### config.mk
export PLATFORM = sky130hd
export DESIGN_NAME = spi_master_flat
export DESIGN_NICKNAME = d
export VERILOG_FILES = /design/src/rtl/spi_master_if.sv /design/src/rtl/spi_master.sv /design/src/flat_wrapper.sv
export SDC_FILE = /design/constraint.sdc
export NUM_CORES = 1
export LEC_CHECK = 0
export CORE_MARGIN = 1
export CORE_UTILIZATION = 45
export DETAILED_ROUTE_END_ITERATION = 12
export PLACE_DENSITY_LB_ADDON = 0.15
export SLEW_MARGIN = 20
export SYNTH_ARGS = -nofsm -noshare
export SYNTH_HDL_FRONTEND = slang
export SYNTH_SLANG_ARGS = --single-unit
### constraint.sdc
create_clock -name clk -period 4 [get_ports clk]
set_clock_uncertainty 0.2 [all_clocks]
set_input_delay 1.2 -clock clk [delete_from_list [all_inputs] [get_ports clk]]
set_output_delay 1.2 -clock clk [all_outputs]
set_load 0.02 [all_outputs]
### src/rtl/spi_master_if.sv
// Host handshake and SPI pin bundle for spi_master.
interface spi_master_if;
  logic       start;
  logic [7:0] cmd;
  logic [7:0] wdata;
  logic       busy;
  logic       done;
  logic [7:0] rdata;
  logic       sclk;
  logic       cs_n;
  logic       mosi;
  logic       miso;

  modport master (
    input  start, cmd, wdata, miso,
    output busy, done, rdata, sclk, cs_n, mosi
  );

  modport slave (
    output start, cmd, wdata, miso,
    input  busy, done, rdata, sclk, cs_n, mosi
  );
endinterface

### src/rtl/spi_master.sv
// Mode-0 SPI master running one command byte + data byte transaction per start.
// Every bit (including the last) spends CLK_DIV cycles with sclk high and
// CLK_DIV cycles with sclk low, so chip select stays low for 34*CLK_DIV cycles:
// SETUP + 16 full bits + HOLD. After the final high phase the master takes one
// more low phase (shift register already empty, so mosi is 0), with the bit
// counter pinned at 15, before the HOLD phase.
module spi_master #(
  parameter int unsigned CLK_DIV = 4
) (
  input  logic         clk,
  input  logic         rst_n,
  spi_master_if.master bus
);

  localparam int unsigned PHASE_W = 8;
  localparam int unsigned BIT_W   = 4;
  localparam int unsigned SHIFT_W = 16;
  localparam int unsigned BYTE_W  = 8;

  localparam logic [PHASE_W-1:0] PHASE_LAST = PHASE_W'(CLK_DIV - 1);
  localparam logic [BIT_W-1:0]   BIT_LAST   = '1;

  typedef enum logic [2:0] {
    IDLE,
    SETUP,
    HIGH,
    LOW,
    HOLD,
    GAP
  } state_t;

  state_t              state_q, state_d;
  logic [PHASE_W-1:0]  phase_q, phase_d;
  logic [BIT_W-1:0]    bit_q, bit_d;
  logic                tail_q, tail_d;
  logic                rd_q, rd_d;
  logic [SHIFT_W-1:0]  shift_q, shift_d;
  logic [BYTE_W-1:0]   rshift_q, rshift_d;
  logic [BYTE_W-1:0]   rdata_q, rdata_d;
  logic                sclk_q, sclk_d;
  logic                cs_n_q, cs_n_d;
  logic                mosi_q, mosi_d;
  logic                busy_q, busy_d;
  logic                done_q, done_d;
  logic                phase_done;

  assign phase_done = (phase_q == '0);

  // State, datapath and output registers with synchronous reset.
  always_ff @(posedge clk) begin
    if (!rst_n) begin
      state_q  <= IDLE;
      phase_q  <= '0;
      bit_q    <= '0;
      tail_q   <= 1'b0;
      rd_q     <= 1'b0;
      shift_q  <= '0;
      rshift_q <= '0;
      rdata_q  <= '0;
      sclk_q   <= 1'b0;
      cs_n_q   <= 1'b1;
      mosi_q   <= 1'b0;
      busy_q   <= 1'b0;
      done_q   <= 1'b0;
    end else begin
      state_q  <= state_d;
      phase_q  <= phase_d;
      bit_q    <= bit_d;
      tail_q   <= tail_d;
      rd_q     <= rd_d;
      shift_q  <= shift_d;
      rshift_q <= rshift_d;
      rdata_q  <= rdata_d;
      sclk_q   <= sclk_d;
      cs_n_q   <= cs_n_d;
      mosi_q   <= mosi_d;
      busy_q   <= busy_d;
      done_q   <= done_d;
    end
  end

  // Next-state logic; outputs are computed one cycle ahead and registered.
  always_comb begin
    state_d  = state_q;
    phase_d  = phase_done ? PHASE_LAST : phase_q - PHASE_W'(1);
    bit_d    = bit_q;
    tail_d   = tail_q;
    rd_d     = rd_q;
    shift_d  = shift_q;
    rshift_d = rshift_q;
    rdata_d  = rdata_q;
    sclk_d   = sclk_q;
    cs_n_d   = cs_n_q;
    mosi_d   = mosi_q;
    busy_d   = busy_q;
    done_d   = 1'b0;

    unique case (state_q)
      IDLE: begin
        phase_d = PHASE_LAST;
        if (bus.start) begin
          state_d  = SETUP;
          rd_d     = bus.cmd[7];
          shift_d  = {bus.cmd, (bus.cmd[7] ? 8'h00 : bus.wdata)};
          bit_d    = '0;
          tail_d   = 1'b0;
          rshift_d = '0;
          cs_n_d   = 1'b0;
          mosi_d   = bus.cmd[7];
          busy_d   = 1'b1;
        end
      end
      SETUP: begin
        if (phase_done) begin
          state_d = HIGH;
          sclk_d  = 1'b1;
        end
      end
      HIGH: begin
        if (phase_done) begin
          state_d = LOW;
          sclk_d  = 1'b0;
          shift_d = shift_q << 1;
          mosi_d  = shift_q[SHIFT_W-2];
          if (bit_q == BIT_LAST) begin
            tail_d = 1'b1;
          end else begin
            bit_d = bit_q + BIT_W'(1);
          end
        end
      end
      LOW: begin
        if (phase_done) begin
          if (tail_q) begin
            state_d = HOLD;
            mosi_d  = 1'b0;
          end else begin
            state_d = HIGH;
            sclk_d  = 1'b1;
          end
        end
      end
      HOLD: begin
        if (phase_done) begin
          state_d = GAP;
          cs_n_d  = 1'b1;
          done_d  = 1'b1;
          if (rd_q) begin
            rdata_d = rshift_q;
          end
        end
      end
      GAP: begin
        if (phase_done) begin
          state_d = IDLE;
          busy_d  = 1'b0;
        end
      end
      default: begin
        state_d = IDLE;
      end
    endcase

    // Read data bits 8..15 are captured on the edge that raises sclk.
    if (state_d == HIGH && state_q != HIGH && rd_q && bit_q[3]) begin
      rshift_d[bit_q[2:0]] = bus.miso;
    end
  end

  assign bus.sclk  = sclk_q;
  assign bus.cs_n  = cs_n_q;
  assign bus.mosi  = mosi_q;
  assign bus.busy  = busy_q;
  assign bus.done  = done_q;
  assign bus.rdata = rdata_q;

endmodule

### src/flat_wrapper.sv
// flat-port wrapper written by rule: the top's interface ports become plain ports
module spi_master_flat 
#(
  parameter int unsigned CLK_DIV = 4
)
  (clk, rst_n, bus_start, bus_cmd, bus_wdata, bus_miso, bus_busy, bus_done, bus_rdata, bus_sclk, bus_cs_n, bus_mosi);
  spi_master_if bus_i ();
  input  logic clk;
  input  logic rst_n;
  input wire logic [$bits(bus_i.start)-1:0] bus_start;
  input wire logic [$bits(bus_i.cmd)-1:0] bus_cmd;
  input wire logic [$bits(bus_i.wdata)-1:0] bus_wdata;
  input wire logic [$bits(bus_i.miso)-1:0] bus_miso;
  output wire logic [$bits(bus_i.busy)-1:0] bus_busy;
  output wire logic [$bits(bus_i.done)-1:0] bus_done;
  output wire logic [$bits(bus_i.rdata)-1:0] bus_rdata;
  output wire logic [$bits(bus_i.sclk)-1:0] bus_sclk;
  output wire logic [$bits(bus_i.cs_n)-1:0] bus_cs_n;
  output wire logic [$bits(bus_i.mosi)-1:0] bus_mosi;
  assign bus_i.start = bus_start;
  assign bus_i.cmd = bus_cmd;
  assign bus_i.wdata = bus_wdata;
  assign bus_i.miso = bus_miso;
  assign bus_busy = bus_i.busy;
  assign bus_done = bus_i.done;
  assign bus_rdata = bus_i.rdata;
  assign bus_sclk = bus_i.sclk;
  assign bus_cs_n = bus_i.cs_n;
  assign bus_mosi = bus_i.mosi;
  spi_master #(.CLK_DIV(CLK_DIV)) u_core (.clk(clk), .rst_n(rst_n), .bus(bus_i));
endmodule
==> metrics.md <==
| Metric | Value |
|---|---|
| Status | `finished, final reports clean` |
| HPWL Detailed | `~3400 um` |
| Vias in the first global route | `~1.9k` |
| IO Port Bufs | `32` |
| Worst hold path stage count | `2` |
| Worst slew margin | `41.9%` |
| Worst-path clk slew | `0.09 ns` |
| Top_reg_cell synth | `dfxtp_1` |
| R2r setup slk | `between 1 and 1.5 ns` |
| LEAKAGE | `approximately 1.2 nW` |
| Slowest stage delay, CP | `0.52 ns` |
| Hold Crit Class | `reg -> reg` |
| Drt wl/cell | `about 14 um` |
| Worst r2r src | `u_core.state_q[1]$_SDFF_PN0_` |
| Post-Syn Area | `approximately 0.0025 mm2` |
| CP Capture Type | `flop` |
| Worst hold slack | `roughly 0.27 ns` |
| Remaining DRCs | `0` |
| CTS tree | `yes` |
| Drt pass-1 iters | `4` |
| Cts bufs inserted | `5` |
| Req. time, crit path | `just over 4 ns` |
| Worst path cell trace | `clkdlybuf4s50_1, or4b_1, o31ai_4, buf_6, buf_4, nor2_1, a211oi_2` |
| Endpoints failing setup | `0` |
| Fin. Hold Viols | `0` |
| Pin count of the biggest net entering global routing | `32` |
| Most common cell after layout, fill and taps aside | `dfxtp_1` |
| Grt total ovfl | `0` |
| Antenna diodes | `0` |
| Peak supply drop | `0.000289 V` |
| # rows | `26` |
| Netlist cell types | `48` |
| Die Width | `76.3 um` |
| Synthesized area per cell | `around 9.5 um2` |
| Max cap viols | `0` |
| Sequential Area | `~0.0011 mm2` |
| Clk buf depth | `2` |
| Fin Setup TNS | `0 ns` |
| Post-synth EDFFs | `0` |
| Fmax | `approximately 0.33 GHz` |
| Startpoint types | `primary input` |
| Hold_sp | `u_core.rshift_q[2]$_SDFF_PN0_` |
| CP max stage cell | `or4b_1` |
| Critical Path Fanout Max | `17` |
| Synthesis-to-layout area growth | `19.1%` |
| Power density cells | `just under 400 mW/mm2` |
| Post-synthesis cell count | `approximately 260` |
| Overall Global Routing Usage | `between 10% and 20%` |
| Reg2reg end | `u_core.shift_q[10]$_SDFFE_PN0P_` |
| Worst EP arrival | `around 3.1 ns` |
| Filler Cell Count | `514` |
| WL final | `slightly above 5000 um` |
| Post-layout util | `between 50% and 60%` |
| Seq/Total Area, Yosys | `42.7%` |
| RSZ-0062 raised after global routing | `false` |
| Syn_nets | `~280` |
| Most frequent cells in the layout | `dfxtp_1 (53), nor2_1 (32), clkdlybuf4s50_1 (32)` |
| Clk_lat worst skew | `around 0.3 ns` |
| Seq cells post-synth | `53` |
| Multi-input gate area | `around 0.0013 mm2` |
| Clock tree sinks | `53` |
| Initial core utilization | `47.7%` |
| Nets | `~310` |
| Setup Crit Path Kind | `in -> reg` |
| R2r worst-path depth | `6` |
| Die height | `76.3 um` |
| Asr flop ratio synth | `0%` |
| Share of cells above drive strength 1 | `a little over an eighth` |
| Htree depth | `2` |
| Tcrit/Tclk final | `about 76%` |
| Initial antenna violation count | `0` |
| Number of vias per cell | `around 5.4` |
| Die ar. | `between 0.005 and 0.006 mm2` |
| Routed via count | `1953` |
| YS warnings | `0` |
| CP bufs+invs | `3` |
| CTS Root Cell | `clkbuf_8` |
| Routability Congestion | `between 0.7 and 0.8` |
| First-pass GRT wire length | `9160 um` |
| Tmin final | `slightly above 3 ns` |
| WHS Endpoint | `u_core.rshift_q[2]$_SDFF_PN0_` |
| Post-route ant nets | `0` |
| Worst-Margin Slew | `slightly below 0.9 ns` |
| Fin. max-slew vios | `0` |
| Ports | `33` |
| Top delay family on crit path | `buffers and inverters` |
| Post-CTS Setup Bufs | `0` |
| Hold-fix buffers at CTS | `0` |
| Area of the core | `about 0.0052 mm2` |
| Resize count post-CTS | `0` |
| Initial drt markers | `around 150` |
sequential cells by signal, summed over array words and instances (netlist names):
register          flops
u_core.shift_q       15
u_core.state_q        3
u_core.bus.rdata      8
u_core.rshift_q       8
u_core.bus.done       1
u_core.bit_q          4
u_core.rd_q           1
u_core.bus.mosi       1
u_core.bus.busy       1
u_core.tail_q         1
u_core.bus.cs_n       1
u_core.phase_q        8
u_core.bus.sclk       1
metrics by stage:
stage,total power [mW],std cells,setup slack [ns],area (um2)
5_1_grt,1.22,362,0.897,2960
3_3_place_gp,0.813,354,0.701,2850
2_1_floorplan,0.760,262,1.36,2480
3_5_place_dp,0.817,354,0.646,2850
4_1_cts,1.17,361,0.947,2950
6_report,1.16,362,0.975,2960
cell families after synthesis:
group | count (synthesis) | share of synthesized area [%]
AO/OA/AOI/OAI | 50 | 16.6
multiplexers | 27 | 10.9
AND/OR/NAND/NOR | 104 | 22.9
buffers and inverters | 22 | 4.48
XOR/XNOR | 4 | 1.41
adder cells (fa/ha/maj) | 2 | 1.01
flip-flops | 53 | 42.7
worst min-delay path, cell delays in order (launching register included):
cell	delay, ns
dfxtp_1	0.32
nand2_1	0.05
mux2i_1	0.06
cell type report:
type,count,share of cell area (%)
flip-flops and latches,53,35.8
clock buffers,5,2.32
inverters,7,0.888
clock inverters,2,1.18
well taps,70,2.96
multi-input cells,187,44.3
repair buffers,38,12.5
per-layer routing:
metal / vias up / GRT usage [%] / wire [um]
met5: - / 0 / 0
met4: 0 / 5.77 / 55
met3: 6 / 4.43 / 143
met2: 22 / 30.3 / 2160
met1: 923 / 27.5 / 2690
li1: 1002 / - / -
cells in the mapped netlist, types with 2 or more instances:
cell type | instances | area share [%]
nor2_1 | 32 | 4.8
mux2i_1 | 26 | 10
dfxtp_1 | 53 | 43
o21a_1 | 2 | 0.60
nor3_1 | 5 | 1.0
inv_1 | 7 | 1.1
nand3_1 | 6 | 1.2
a211oi_2 | 14 | 7.0
nor3b_1 | 8 | 2.4
nand4_1 | 6 | 1.5
xnor2_1 | 4 | 1.4
a21o_1 | 2 | 0.60
o31ai_1 | 3 | 0.91
a21oi_1 | 14 | 2.8
buf_6 | 3 | 1.4
clkbuf_1 | 9 | 1.4
ha_1 | 2 | 1.0
nor2b_1 | 2 | 0.50
nand2_1 | 22 | 3.3
o21ai_0 | 7 | 1.4
buf_2 | 2 | 0.40
nor4_1 | 4 | 1.0
or3_1 | 4 | 1.0
how the worst max path moves through the flow:
stage,startpoint,end,slack (ns),depth (start not counted)
after floorplan,bus_start,u_core.bit_q[0]$_SDFFE_PN0P_,1.36,6
after detailed placement,bus_start,u_core.shift_q[10]$_SDFFE_PN0P_,0.65,6
after CTS,u_core.state_q[1]$_SDFF_PN0_,u_core.shift_q[10]$_SDFFE_PN0P_,0.95,5
after global routing,bus_start,u_core.shift_q[10]$_SDFFE_PN0P_,0.90,7
final,bus_start,u_core.shift_q[10]$_SDFFE_PN0P_,0.97,7
after global placement,bus_start,u_core.shift_q[12]$_SDFFE_PN0P_,0.70,6
power by group:
part	switching, mW	leakage (nW)	internal, mW
Sequential	0.0231	0.432	0.560
Combinational	0.125	0.711	0.100
Clock	0.170	0.0540	0.182
Total	0.318	1.20	0.842
Power figures use the tool's default switching activity.
